==> config.mk <==
export PLATFORM = sky130hd
export DESIGN_NAME = can_bit_stuffer_tx
export DESIGN_NICKNAME = d
export VERILOG_FILES = /design/src/rtl/can_pkg.sv /design/src/rtl/can_bit_monitor.sv /design/src/rtl/can_bit_stuffer_tx.sv
export SDC_FILE = /design/constraint.sdc
export NUM_CORES = 1
export LEC_CHECK = 0
export CORE_UTILIZATION = 35
export CTS_BUF_LIST = sky130_fd_sc_hd__clkbuf_2
export DETAILED_ROUTE_END_ITERATION = 7
export SYNTH_ARGS = -nofsm -noshare
export SYNTH_HDL_FRONTEND = slang
export SYNTH_SLANG_ARGS = --single-unit
==> constraint.sdc <==
create_clock -name clock -period 1.1 [get_ports clock]
set_input_delay 0.165 -clock clock [delete_from_list [all_inputs] [get_ports clock]]
set_output_delay 0.165 -clock clock [all_outputs]
set_load 0.02 [all_outputs]
==> src/rtl/can_pkg.sv <==
// Shared CAN bit-level constants for the transmit stuffer and the receive destuffer.
package can_pkg;

    localparam logic DOMINANT          = 1'b0;
    localparam logic RECESSIVE         = 1'b1;

    // Default run length of equal bits that forces a stuff bit.
    localparam int   STUFF_LEN_DEFAULT = 5;

    // Width of the equal-bit run counter (run lengths up to 7).
    localparam int   BIT_CNT_W         = 3;

endpackage

==> src/rtl/can_bit_monitor.sv <==
// Bus readback monitor: compares the bus level against the driven level at the
// sample point and reports a mismatch as a one-cycle pulse.
module can_bit_monitor
    import can_pkg::*;
(
    input  logic clock,
    input  logic resetN,
    input  logic samplePoint,
    input  logic canRX,
    input  logic canTX,
    output logic bitError
);

    logic bit_error_reg;

    // Register the readback compare; canTX here is the value driven before this edge.
    always_ff @(posedge clock or negedge resetN) begin
        if (!resetN) begin
            bit_error_reg <= 1'b0;
        end else begin
            bit_error_reg <= samplePoint && (canRX != canTX);
        end
    end

    assign bitError = bit_error_reg;

endmodule

==> src/rtl/can_bit_stuffer_tx.sv <==
// Transmit-side CAN bit stuffer: one-entry holding register fed by the frame
// builder, equal-bit run counter, stuff-bit insertion on txPoint, and bus
// readback checking through can_bit_monitor.
module can_bit_stuffer_tx
    import can_pkg::*;
#(
    parameter int   STUFF_LEN = STUFF_LEN_DEFAULT,
    parameter logic RECESSIVE = can_pkg::RECESSIVE
)(
    input  logic clock,
    input  logic resetN,
    input  logic txPoint,
    input  logic samplePoint,
    input  logic bsOnOff,
    input  logic dataIn,
    input  logic dataValid,
    output logic dataReady,
    input  logic canRX,
    output logic canTX,
    output logic stuffing,
    output logic bitError,
    output logic underrun
);

    localparam logic [BIT_CNT_W-1:0] STUFF_CNT = BIT_CNT_W'(STUFF_LEN);
    localparam logic [BIT_CNT_W-1:0] CNT_ONE   = BIT_CNT_W'(1);

    logic                 tx_reg,        tx_next;
    logic                 stuffing_reg,  stuffing_next;
    logic                 hold_full_reg, hold_full_next;
    logic                 hold_bit_reg,  hold_bit_next;
    logic [BIT_CNT_W-1:0] count_reg,     count_next;
    logic                 last_reg,      last_next;
    logic                 underrun_reg,  underrun_next;

    logic stuff_pending;
    logic accept;

    assign stuff_pending = (count_reg == STUFF_CNT);
    // Accept only into an empty holding register, so accept and consume never coincide.
    assign accept        = dataValid && !hold_full_reg;

    // Next-state: holding register handshake plus per-bit-time drive decision.
    always_comb begin
        tx_next        = tx_reg;
        stuffing_next  = stuffing_reg;
        hold_full_next = hold_full_reg;
        hold_bit_next  = hold_bit_reg;
        count_next     = count_reg;
        last_next      = last_reg;
        underrun_next  = 1'b0;

        if (accept) begin
            hold_full_next = 1'b1;
            hold_bit_next  = dataIn;
        end

        if (txPoint) begin
            if (stuff_pending) begin
                // Stuff bit goes out even if stuffing was just disabled after the last CRC bit.
                tx_next       = ~last_reg;
                stuffing_next = 1'b1;
                last_next     = ~last_reg;
                count_next    = bsOnOff ? CNT_ONE : '0;
            end else if (hold_full_reg) begin
                tx_next        = hold_bit_reg;
                stuffing_next  = 1'b0;
                hold_full_next = 1'b0;
                last_next      = hold_bit_reg;
                if (!bsOnOff) begin
                    count_next = '0;
                end else if ((hold_bit_reg == last_reg) && (count_reg != '0)) begin
                    count_next = count_reg + CNT_ONE;
                end else begin
                    count_next = CNT_ONE;
                end
            end else begin
                // Nothing to send: idle recessive and restart the run count.
                tx_next       = RECESSIVE;
                stuffing_next = 1'b0;
                count_next    = '0;
                last_next     = RECESSIVE;
                underrun_next = bsOnOff;
            end
        end
    end

    // State registers; reset drops any held bit and any pending stuff bit.
    always_ff @(posedge clock or negedge resetN) begin
        if (!resetN) begin
            tx_reg        <= RECESSIVE;
            stuffing_reg  <= 1'b0;
            hold_full_reg <= 1'b0;
            hold_bit_reg  <= RECESSIVE;
            count_reg     <= '0;
            last_reg      <= RECESSIVE;
            underrun_reg  <= 1'b0;
        end else begin
            tx_reg        <= tx_next;
            stuffing_reg  <= stuffing_next;
            hold_full_reg <= hold_full_next;
            hold_bit_reg  <= hold_bit_next;
            count_reg     <= count_next;
            last_reg      <= last_next;
            underrun_reg  <= underrun_next;
        end
    end

    assign canTX     = tx_reg;
    assign stuffing  = stuffing_reg;
    assign dataReady = ~hold_full_reg;
    assign underrun  = underrun_reg;

    can_bit_monitor u_monitor (
        .clock       (clock),
        .resetN      (resetN),
        .samplePoint (samplePoint),
        .canRX       (canRX),
        .canTX       (tx_reg),
        .bitError    (bitError)
    );

endmodule

**Yosys cells after proc, flatten, opt, wreduce, memory -nomap -nowiden**

Index checks and enable logic that the tools add are counted.

- Equality and inequality tests: 3
- Mux-type cells: 15
- Reduce and logical (&&, ||, !) cells: 5
- Add/sub/neg operators: 1
- Bitwise logic cells: 2

Operators by type and width:

| operator | count |
|---|---|
| $mux W3 | 4 |
| $mux W1 | 11 |
| $add A3 B1 Y3 const B | 1 |
| $eq A3 B3 Y1 const B | 1 |
| $logic_and A1 B1 Y1 | 3 |
| $reduce_bool A3 Y1 | 1 |
| $not A1 Y1 | 2 |
| $eq A1 B1 Y1 | 1 |
| $logic_not A1 Y1 | 1 |
| $ne A1 B1 Y1 | 1 |

- Bits in registers: 9
- Output and inout bits: 5
- Input port bits: 8

**Longest topological paths before layout**

- Depth in word-level cells: 6
- Mapped depth: 6
- Mapped depth without buffers: 6

**By module**

A second synthesis with hierarchy kept.

- Cells, all modules: 43
- Area, all modules: 447.9 um^2

By module, submodules not included:

| module | times used | cells each | seq. area each (um^2) | area each (um^2) |
|---|---|---|---|---|
| can_bit_stuffer_tx | 1 | 40 | 202.7 | 407.9 |
| can_bit_monitor | 1 | 3 | 25.0 | 40.0 |

**Worst setup path before layout**

Ideal clock, no wire load.

- Path kind: flip-flop to flip-flop
- Start point: reg last_reg
- End point: reg count_reg[0]
- Arrival: 1.118 ns
- Cell stages (with the launch flop): 5
- Path slack: -0.139 ns
- Required time: 0.980 ns
- Setup time: 0.120 ns
- Cells stage by stage: dfstp_2 xor2_1 a21oi_2 nand2_1 a41o_1

- Cells in the longest elaborated chain, start to end: 6

Ends and longest elaborated chain:

| what | line | source |
|---|---|---|
| from (decl) | can_bit_stuffer_tx.sv:33 | `logic last_reg, last_next;` |
| from (signal assigned) | can_bit_stuffer_tx.sv:104 | `last_reg <= last_next;` |
| $eq A1 B1 Y1 | can_bit_stuffer_tx.sv:72 | `end else if ((hold_bit_reg == last_reg) && (count_reg != '0)) begin` |
| $logic_and A1 B1 Y1 | can_bit_stuffer_tx.sv:72 |  |
| $mux W3 | can_bit_stuffer_tx.sv:72 |  |
| $mux W3 | can_bit_stuffer_tx.sv:70 | `if (!bsOnOff) begin` |
| $mux W3 | can_bit_stuffer_tx.sv:65 | `end else if (hold_full_reg) begin` |
| $mux W3 | can_bit_stuffer_tx.sv:59 | `if (stuff_pending) begin` |
| to (signal assigned) | can_bit_stuffer_tx.sv:103 | `count_reg <= count_next;` |
| to (decl) | can_bit_stuffer_tx.sv:32 | `logic [BIT_CNT_W-1:0] count_reg, count_next;` |

Every way passes these cells.
A chain may end at the register's enable or synchronous reset.

**Worst setup path in the final report**

Same ends and word-level chain as after synthesis.

==> flow_metrics.py <==
metrics = {
    "pwr": {
        "cellPowerDensity_nw_per_um2": 1291,
        "power.total_mw": 0.9081,
        "ir_drop_v": 0.0008670,
        "leakage_nw": 0.3422,
    },
    "global_routing": {
        "grt_pass1_wl_um": 2021,
        "overflow": 0,
        "grtUsageTotal_pct": 21.41,
        "grt_pass1_vias": 462,
        "grt_start_max_net_pins": 10,
        "antenna_found_initial": 0,
    },
    "cells_and_area": {
        "largest_reg_flops": 3,
        "final_nets": 81,
        "fin_util_pct": 60.82,
        "instances_no_fill": 83,
        "num_antenna_cells": 0,
        "drive_gt1_share_pct": 47.83,
        "final_common_cell": "buf_4",
        "syn_to_final_growth_pct": 53.97,
        "layout_common_cells": "buf_4, clkbuf_2, dfrtp_1",
    },
    "yosys": {
        "synthTopCellsByArea": "dfrtp_1, dfstp_2, ha_1, o21ai_0, inv_1",
        "synth-seq-cells": 9,
        "syn_area_um2": 456.7,
        "yosysTopAreaCell": "dfrtp_1",
        "ys_warn_count": 0,
        "ys_seq_area_share_pct": 49.86,
        "synth_cell_types": 22,
        "synth_cells": 45,
        "syn_nets": 56,
        "synth_area_per_cell_um2": 10.15,
        "yosysTopAreaCellShare_pct": 38.36,
    },
    "worst_setup_path": {
        "cp_max_fo": 3,
        "rrSetupSlack_ns": -0.13,
        "cp.buffers_inverters": 1,
        "cp.arrival_ns": 1.35,
        "crit_start": "last_reg",
        "rr_startpoint": "last_reg",
        "worst-endpoint-required_ns": 1.23,
        "startpoint_type": "flip-flop",
        "crit_slowest_cell": "dfstp_2",
        "crit_path_end_kind": "flip-flop",
        "critical_path_class": "flip-flop to flip-flop",
        "path_cells": "buf_6 -> xor2_2 -> a21oi_2 -> nand2_1 -> a41o_1",
        "slowest_delay_ns": 0.55,
        "cp_top_family": "flip-flops",
    },
    "status": {
        "status": "finished, violations left",
        "violations": "negative setup slack",
    },
    "place": {
        "place_ws_ns": -0.2802,
        "dpl.hpwl_um": 816.3,
        "dp_cells": 77,
        "io_buffers": 12,
        "routabilityCongestion": 0.8046,
    },
    "sta": {
        "finalHoldViolations": 0,
        "setup_ws_ns": -0.1278,
        "rsz0062_at_grt": "true",
        "finalMaxSlewViolations": 0,
        "max_slew_margin_pct": 71.91,
        "layout_min_cycle_time_ns": 1.228,
        "finalSetupTns_ns": -0.4189,
        "worst_pin_slew_ns": 0.4200,
        "finalSetupViolations": 5,
        "fin_worst_skew_ns": 0.01139,
        "clock.fmax_ghz": 0.8145,
        "fin_crit_sh_pct": 111.6,
    },
    "drt": {
        "detail-route-antenna-nets": 0,
        "wl_per_cell_um": 13.94,
        "drt-total-wl_um": 1157,
        "drt_iter0_drc": 11,
        "drc": 0,
        "dr.pass1.iters": 4,
        "vias": 443,
        "viasPerCell": 5.337,
    },
    "clock_tree": {
        "clock-sinks": 9,
        "worst_skew_pair.late_latency_ns": 0.24,
        "clockBufferDepth": 2,
        "cts_tree": "built",
        "clockRootBuffer": "clkbuf_2",
        "htreeDepth": 1,
        "cts_buffers": 3,
        "postCtsHoldBufs": 0,
        "clk_pin_slew_ns": 0.09,
    },
    "die": {
        "core-area_um2": 1156,
        "rows": 12,
        "die_w_um": 38.12,
        "fp.dieH_um": 38.12,
        "io_pins": 13,
        "fp.dieArea_um2": 1453,
        "start_util_pct": 39.50,
    },
    "run": {
        "maxCapViolCount": 0,
    },
    "min_path": {
        "hp-class": "primary input to asynchronous set/reset pin",
    },
}
==> where the power goes <==
part | internal (mW) | switching, mW | total, mW
logic | 0.158 | 0.141 | 0.298
registers | 0.377 | 0.0288 | 0.406
clock network | 0.0966 | 0.107 | 0.204
==> cell usage after synthesis <==
library cell,n
dfrtp_1,7
inv_1,5
o21ai_0,4
ha_1,3
nand2_1,3
nor2_1,3
and2_1,2
dfstp_2,2
nor3_1,2
xor2_1,2
a21boi_0,1
a21oi_1,1
a21oi_2,1
a31o_2,1
a31oi_1,1
a41o_1,1
clkbuf_2,1
mux2_2,1
nand4_1,1
nor2b_1,1
o2111ai_1,1
o22ai_1,1
==> timing repair <==
item                                    CTS  global route
buffers inserted                          0             2
endpoints found under the setup margin   10            11
resized for setup                        18            14
hold endpoints to repair                  0             0
pin swaps                                 0             3
==> layout make-up <==
class / instances / area, µm²
tap: 14 / 17.52
multi-input combinational: 30 / 244.0
timing repair buffer: 21 / 175.2
clock buffer: 4 / 20.02
sequential: 9 / 227.7
inverter: 5 / 18.77
fill: 81 / 452.9
==> cells by family after synthesis <==
family	after synthesis	share of synthesized area, %
AO/OA/AOI/OAI	12	17.81
XOR/XNOR	2	3.836
adder cells (fa/ha/maj)	3	8.220
buffers and inverters	6	5.205
flip-flops	9	49.86
multiplexers	1	2.466
AND/OR/NAND/NOR	12	12.60
==> worst reg2reg max path, stage by stage, from the launching register on <==
cell	delay [ns]
dfstp_2	0.55
buf_6	0.11
xor2_2	0.06
a21oi_2	0.15
nand2_1	0.07
a41o_1	0.17
==> final timing paths <==
check	end	cells after the start
setup / recovery	count_reg[0]	5
hold reg to reg	stuffing	1
min in group clock	hold_full_reg	2
setup reg to reg	count_reg[0]	5
max in group asynchronous	hold_bit_reg	1
hold / removal	count_reg[2]	1
==> stage by stage <==
step                cell area, µm²  hold slack, ns
floorplan                    459.2         -0.1306
global placement             644.4          0.4792
detailed placement           644.4          0.4915
CTS                          683.2          0.2197
global route                 703.2          0.2188
finish                       703.2          0.2121
==> per-layer routing <==
| layer | vias to the layer above | part of all wire (%) | global-route usage [%] |
|---|---|---|---|
| met4 | 0 | 3.3 | 13.39 |
| met2 | 15 | 52 | 33.47 |
| met3 | 6 | 5.0 | 8.721 |
| met5 | - | 0 | 0 |
| met1 | 218 | 40 | 23.88 |
| li1 | 204 | - | - |
Note: power is estimated with default switching activity, not from simulation.
